==> config.mk <==
export PLATFORM = sky130hd
export DESIGN_NAME = traffic_phase_ctrl
export DESIGN_NICKNAME = d
export VERILOG_FILES = /design/src/rtl/traffic_pkg.sv /design/src/rtl/traffic_phase_ctrl_rr_jam_select.sv /design/src/rtl/traffic_phase_ctrl.sv
export SDC_FILE = /design/constraint.sdc
export NUM_CORES = 1
export LEC_CHECK = 0
export ABC_AREA = 1
export BUFFER_PORTS_ARGS = -buffer_cell sky130_fd_sc_hd__buf_4
export CORE_UTILIZATION = 46
export CTS_CLUSTER_SIZE = 40
export DETAILED_ROUTE_END_ITERATION = 8
export MAX_ROUTING_LAYER = met4
export PLACE_DENSITY = 0.68
export SYNTH_ARGS = -nofsm -noshare
export SYNTH_HDL_FRONTEND = slang
export SYNTH_SLANG_ARGS = --single-unit
==> constraint.sdc <==
create_clock -name clk -period 4.3 [get_ports clk]
set_clock_uncertainty 0.2 [all_clocks]
set_input_delay 0 -clock clk [delete_from_list [all_inputs] [get_ports clk]]
set_output_delay 0 -clock clk [all_outputs]
set_load 0.02 [all_outputs]
==> src/rtl/traffic_pkg.sv <==
// Shared types and helpers for the intersection phase controller.
package traffic_pkg;

  typedef enum logic [1:0] {
    IDLE    = 2'd0,
    GREEN   = 2'd1,
    YELLOW  = 2'd2,
    ALL_RED = 2'd3
  } state_t;

  // Phase timer width: enough bits to count the longest phase, plus one spare bit.
  function automatic int timer_width(input int green_cyc, input int jam_cyc,
                                     input int yellow_cyc, input int red_cyc);
    int m;
    m = green_cyc;
    if (jam_cyc > m)    m = jam_cyc;
    if (yellow_cyc > m) m = yellow_cyc;
    if (red_cyc > m)    m = red_cyc;
    return $clog2(m) + 1;
  endfunction

endpackage

==> src/rtl/traffic_phase_ctrl_rr_jam_select.sv <==
// Next-approach selector: the first jammed approach in cyclic order after ptr
// (ptr itself is checked last), or plain round-robin when nothing is jammed.
module rr_jam_select #(
  parameter int N_DIR = 4
) (
  input  logic [$clog2(N_DIR)-1:0] ptr,
  input  logic [N_DIR-1:0]         jam_sensor,
  output logic [$clog2(N_DIR)-1:0] sel_dir,
  output logic                     sel_jam
);
  localparam int DW = $clog2(N_DIR);

  // Walk the search order backwards so the earliest jammed candidate wins.
  always_comb begin
    int          idx;
    logic [DW-1:0] cand;
    idx = int'(ptr) + 1;
    if (idx >= N_DIR) idx = idx - N_DIR;
    sel_dir = DW'(idx);
    sel_jam = 1'b0;
    for (int i = N_DIR; i >= 1; i--) begin
      idx = int'(ptr) + i;
      if (idx >= N_DIR) idx = idx - N_DIR;
      cand = DW'(idx);
      if (jam_sensor[cand]) begin
        sel_dir = cand;
        sel_jam = 1'b1;
      end
    end
  end

endmodule

==> src/rtl/traffic_phase_ctrl.sv <==
// Self-timed intersection phase controller: round-robin green/yellow/all-red
// sequencing with jam pre-emption after a minimum green. All outputs registered.
module traffic_phase_ctrl
  import traffic_pkg::*;
#(
  parameter int N_DIR         = 4,
  parameter int GREEN_CYC     = 8,
  parameter int JAM_GREEN_CYC = 12,
  parameter int MIN_GREEN     = 3,
  parameter int YELLOW_CYC    = 2,
  parameter int RED_CYC       = 1
) (
  input  logic                     clk,
  input  logic                     rst_n,
  input  logic [N_DIR-1:0]         jam_sensor,
  output logic [N_DIR-1:0]         allow,
  output logic [N_DIR-1:0]         yellow,
  output logic [$clog2(N_DIR)-1:0] active_dir,
  output logic                     jam_mode
);
  localparam int DW = $clog2(N_DIR);
  localparam int TW = timer_width(GREEN_CYC, JAM_GREEN_CYC, YELLOW_CYC, RED_CYC);

  localparam logic [TW-1:0] T_GREEN_END  = TW'(GREEN_CYC - 1);
  localparam logic [TW-1:0] T_JAM_END    = TW'(JAM_GREEN_CYC - 1);
  localparam logic [TW-1:0] T_MIN_END    = TW'(MIN_GREEN - 1);
  localparam logic [TW-1:0] T_YELLOW_END = TW'(YELLOW_CYC - 1);
  localparam logic [TW-1:0] T_RED_END    = TW'(RED_CYC - 1);

  state_t        state;
  logic [TW-1:0] timer;
  logic [DW-1:0] ptr;
  logic [DW-1:0] sel_dir;
  logic          sel_jam;
  logic          limit_hit;
  logic          min_met;
  logic          other_jam;
  logic          green_exit;

  function automatic logic [N_DIR-1:0] dir_mask(input logic [DW-1:0] d);
    logic [N_DIR-1:0] m;
    m    = '0;
    m[d] = 1'b1;
    return m;
  endfunction

  // Before the first grant the search starts behind approach 0.
  assign ptr = (state == IDLE) ? DW'(N_DIR - 1) : active_dir;

  rr_jam_select #(.N_DIR(N_DIR)) u_sel (
    .ptr        (ptr),
    .jam_sensor (jam_sensor),
    .sel_dir    (sel_dir),
    .sel_jam    (sel_jam)
  );

  // Green ends at its time limit, or early once the minimum green has elapsed:
  // normal green yields to a jam elsewhere, jam green ends when its jam clears.
  assign limit_hit  = jam_mode ? (timer == T_JAM_END) : (timer == T_GREEN_END);
  assign min_met    = (timer >= T_MIN_END);
  assign other_jam  = |(jam_sensor & ~dir_mask(active_dir));
  assign green_exit = limit_hit ||
                      (min_met && (jam_mode ? !jam_sensor[active_dir] : other_jam));

  // Phase FSM with timer and registered light outputs.
  always_ff @(posedge clk or negedge rst_n) begin
    if (!rst_n) begin
      state      <= IDLE;
      timer      <= '0;
      active_dir <= '0;
      jam_mode   <= 1'b0;
      allow      <= '0;
      yellow     <= '0;
    end else begin
      case (state)
        IDLE: begin
          state      <= GREEN;
          timer      <= '0;
          active_dir <= sel_dir;
          jam_mode   <= sel_jam;
          allow      <= dir_mask(sel_dir);
          yellow     <= '0;
        end
        GREEN: begin
          if (green_exit) begin
            state  <= YELLOW;
            timer  <= '0;
            allow  <= '0;
            yellow <= dir_mask(active_dir);
          end else begin
            timer <= timer + 1'b1;
          end
        end
        YELLOW: begin
          if (timer == T_YELLOW_END) begin
            state  <= ALL_RED;
            timer  <= '0;
            yellow <= '0;
          end else begin
            timer <= timer + 1'b1;
          end
        end
        ALL_RED: begin
          if (timer == T_RED_END) begin
            state      <= GREEN;
            timer      <= '0;
            active_dir <= sel_dir;
            jam_mode   <= sel_jam;
            allow      <= dir_mask(sel_dir);
          end else begin
            timer <= timer + 1'b1;
          end
        end
        default: begin
          state  <= IDLE;
          timer  <= '0;
          allow  <= '0;
          yellow <= '0;
        end
      endcase
    end
  end

endmodule

==> impl_metrics.json <==
{
  "startpoint_type": "flop",
  "setup_tns_ps": 0,
  "ys_ff_latch": 18,
  "core_area_mm2": 0.00254,
  "grt_max_degree": 19,
  "yosysUniqueCellTypes": 23,
  "clk_latency_ps": 300,
  "die-area_mm2": 0.00299,
  "min_period_over_period_pct": 67.5,
  "yosys.area.top_type": "dfrtp_1",
  "ant_nets": 0,
  "arrival_ps": 2920,
  "syn_inst": 179,
  "rsz0062_at_grt": "no",
  "synth-compound-area-share_pct": 6.95,
  "slew_violations": 0,
  "fin_hold_ws_ps": 6.63,
  "synth_fp_nets": 197,
  "wl_per_cell_um": 12.2,
  "layout_min_cycle_time_ps": 2900,
  "routed_via_density": 5.16,
  "drt_pre_antenna_iters": 4,
  "cts_setup_buffers": 0,
  "synth.area.mux_share_pct": 0,
  "cp_max_fo": 6,
  "grt_use_total_pct": 22.5,
  "totalWireLength_um": 2810,
  "vias": 1191,
  "cts_made_buffers": 3,
  "p_per_area_mw_per_mm2": 775,
  "p_leak_nw": 0.817,
  "synth_xor_area_share_pct": 2.06,
  "drcViolationCount": 0,
  "pre_cts_ws_ps": 2130,
  "numPortBuffers": 16,
  "area_growth_pct": 16.6,
  "critPathKind": "flop to flop",
  "syn_area_mm2": 0.00128,
  "layout-drive-gt1-share_pct": 16.4,
  "rows": 18,
  "synth_warnings": 0,
  "yosys.area_share.adder_pct": 11.8,
  "irDropWorstVdd_v": 0.000435,
  "worst_pin_slew_ps": 816,
  "max_clock_freq_ghz": 0.345,
  "cts_tree": "done",
  "hpwl_um": 2150,
  "hold_viol": 0,
  "clockBufferDepth": 2,
  "clkTransAtPathRegs_ps": 110,
  "cap_violations": 0,
  "synth_top_family_by_area": "simple AND/OR/NAND/NOR gates",
  "cts.sinks": 18,
  "fin_nets": 221,
  "antenna_found_initial": 0,
  "ios": 17,
  "synth_area_leaders": "dfrtp_1 (35%), nand2_1 (17%), ha_1 (12%)",
  "drt_first_iter_violations": 20,
  "required_ps": 4320,
  "cts_root_buffer": "clkbuf_4",
  "grt_pass1_vias": 1146,
  "grt_overflow": 0,
  "initial_utilization_pct": 50.2,
  "avgSynthCellArea_um2": 7.14,
  "place_congestion": 0.915,
  "finalSetupViolCount": 0,
  "max_slew_margin_pct": 45.4,
  "total_power_mw": 1.15,
  "status": "finished clean",
  "cts.htree.levels": 1,
  "synth.top_cell.area_share_pct": 35.3,
  "n_antenna_cell": 0,
  "seq_area_frac_synth_pct": 35.3,
  "die_y_um": 54.7,
  "grt_pass1_wl_um": 4670,
  "critPathCaptureType": "flop",
  "yosys.area_share.simple_pct": 35.6,
  "fin_ws_ps": 1400,
  "hold_class": "input pin to flop",
  "die_width_um": 54.7,
  "fin_util_pct": 58.5
}
[where the power goes]
group / total [mW] / internal [mW] / switching (mW)
clock: 0.0882 / 0.0326 / 0.0555
sequential: 0.303 / 0.226 / 0.0773
combinational: 0.763 / 0.271 / 0.492
[final timing paths]
check	slack (ps)	depth (start not counted)	endpoint	start
setup / recovery	1400	9	jam_mode$_DFFE_PN0P_	state[0]$_DFFE_PN0P_
hold / removal	7	5	jam_mode$_DFFE_PN0P_	jam_sensor[3]
setup reg to reg	1400	9	jam_mode$_DFFE_PN0P_	state[0]$_DFFE_PN0P_
hold reg to reg	300	2	yellow[2]$_DFFE_PN0P_	yellow[2]$_DFFE_PN0P_
max in group asynchronous	2730	3	allow[1]$_DFFE_PN0P_	rst_n
min in group asynchronous	660	3	yellow[3]$_DFFE_PN0P_	rst_n
[what timing repair did]
| item | in CTS | in global routing |
|---|---|---|
| hold buffers | 5 | 0 |
| resized for setup | 0 | 0 |
| endpoints found under the hold margin | 19 | 0 |
[sequential cells by signal (all words and copies together) (netlist names)]
signal	flops
timer	5
state	2
allow	4
yellow	4
active_dir	2
jam_mode	1
[layer usage]
| metal | part of all wire (%) | vias to the layer above | global-route usage (%) |
|---|---|---|---|
| li1 | - | 612 | - |
| met3 | 3.3 | 4 | 5.00 |
| met4 | 0.82 | 0 | 6.41 |
| met2 | 49 | 20 | 40.0 |
| met1 | 46 | 555 | 24.8 |
| met5 | 0 | - | - |
[layout make-up]
type / instances / area (um^2)
fill: 245 / 1060
multi-input combinational: 136 / 719
sequential: 18 / 450
timing repair buffer: 21 / 170
inverter: 23 / 88.8
tap: 30 / 37.5
clock buffer: 3 / 22.5
[cells in the mapped netlist (all sizes together)]
master,instances
ha,12
a31oi,1
nor2,18
nor4,1
buf,2
o21ai,13
nand4,4
xnor2,2
dfrtp,18
nand2,64
a21oi,2
inv,23
nor3,1
xor2,1
a21boi,1
nand3,16
[cells by family (layout without fill, tap and decap cells)]
kind of cell / Yosys count / count (layout)
buffers and inverters: 25 / 47
xor gates and xnor gates: 3 / 3
AOI/OAI and AO/OA: 17 / 17
and+or+nand+nor: 104 / 104
DFF: 18 / 18
adders and majority gates: 12 / 12
[critical path, cell delays in order, from the launching register on]
cell and delay, ps:
dfrtp_1 460, inv_1 130, ha_1 300, nor2_4 190, nand2_1 90, nand2_2 100
dlygate4sd3_1 570, nor2_1 40, dlygate4sd3_1 550, a31oi_1 190
[cells in the final DEF (no fill, tap or decap), types with 4 or more instances in the layout]
master	Yosys	routed
buf_4	1	16
dfrtp_1	18	18
dlygate4sd3_1	0	5
ha_1	12	12
inv_1	19	19
nand2_1	58	58
nand2_2	6	6
nand3_1	16	16
nand4_1	4	4
nor2_1	14	14
o21ai_0	10	10
[through the flow]
| step | instances | area, um^2 |
|---|---|---|
| 6_report | 231 | 1490 |
| 5_1_grt | 231 | 1490 |
| 2_1_floorplan | 179 | 1280 |
| 3_3_place_gp | 223 | 1420 |
| 4_1_cts | 231 | 1490 |
| 3_5_place_dp | 223 | 1420 |
Note: power is estimated with default switching activity, not from simulation.
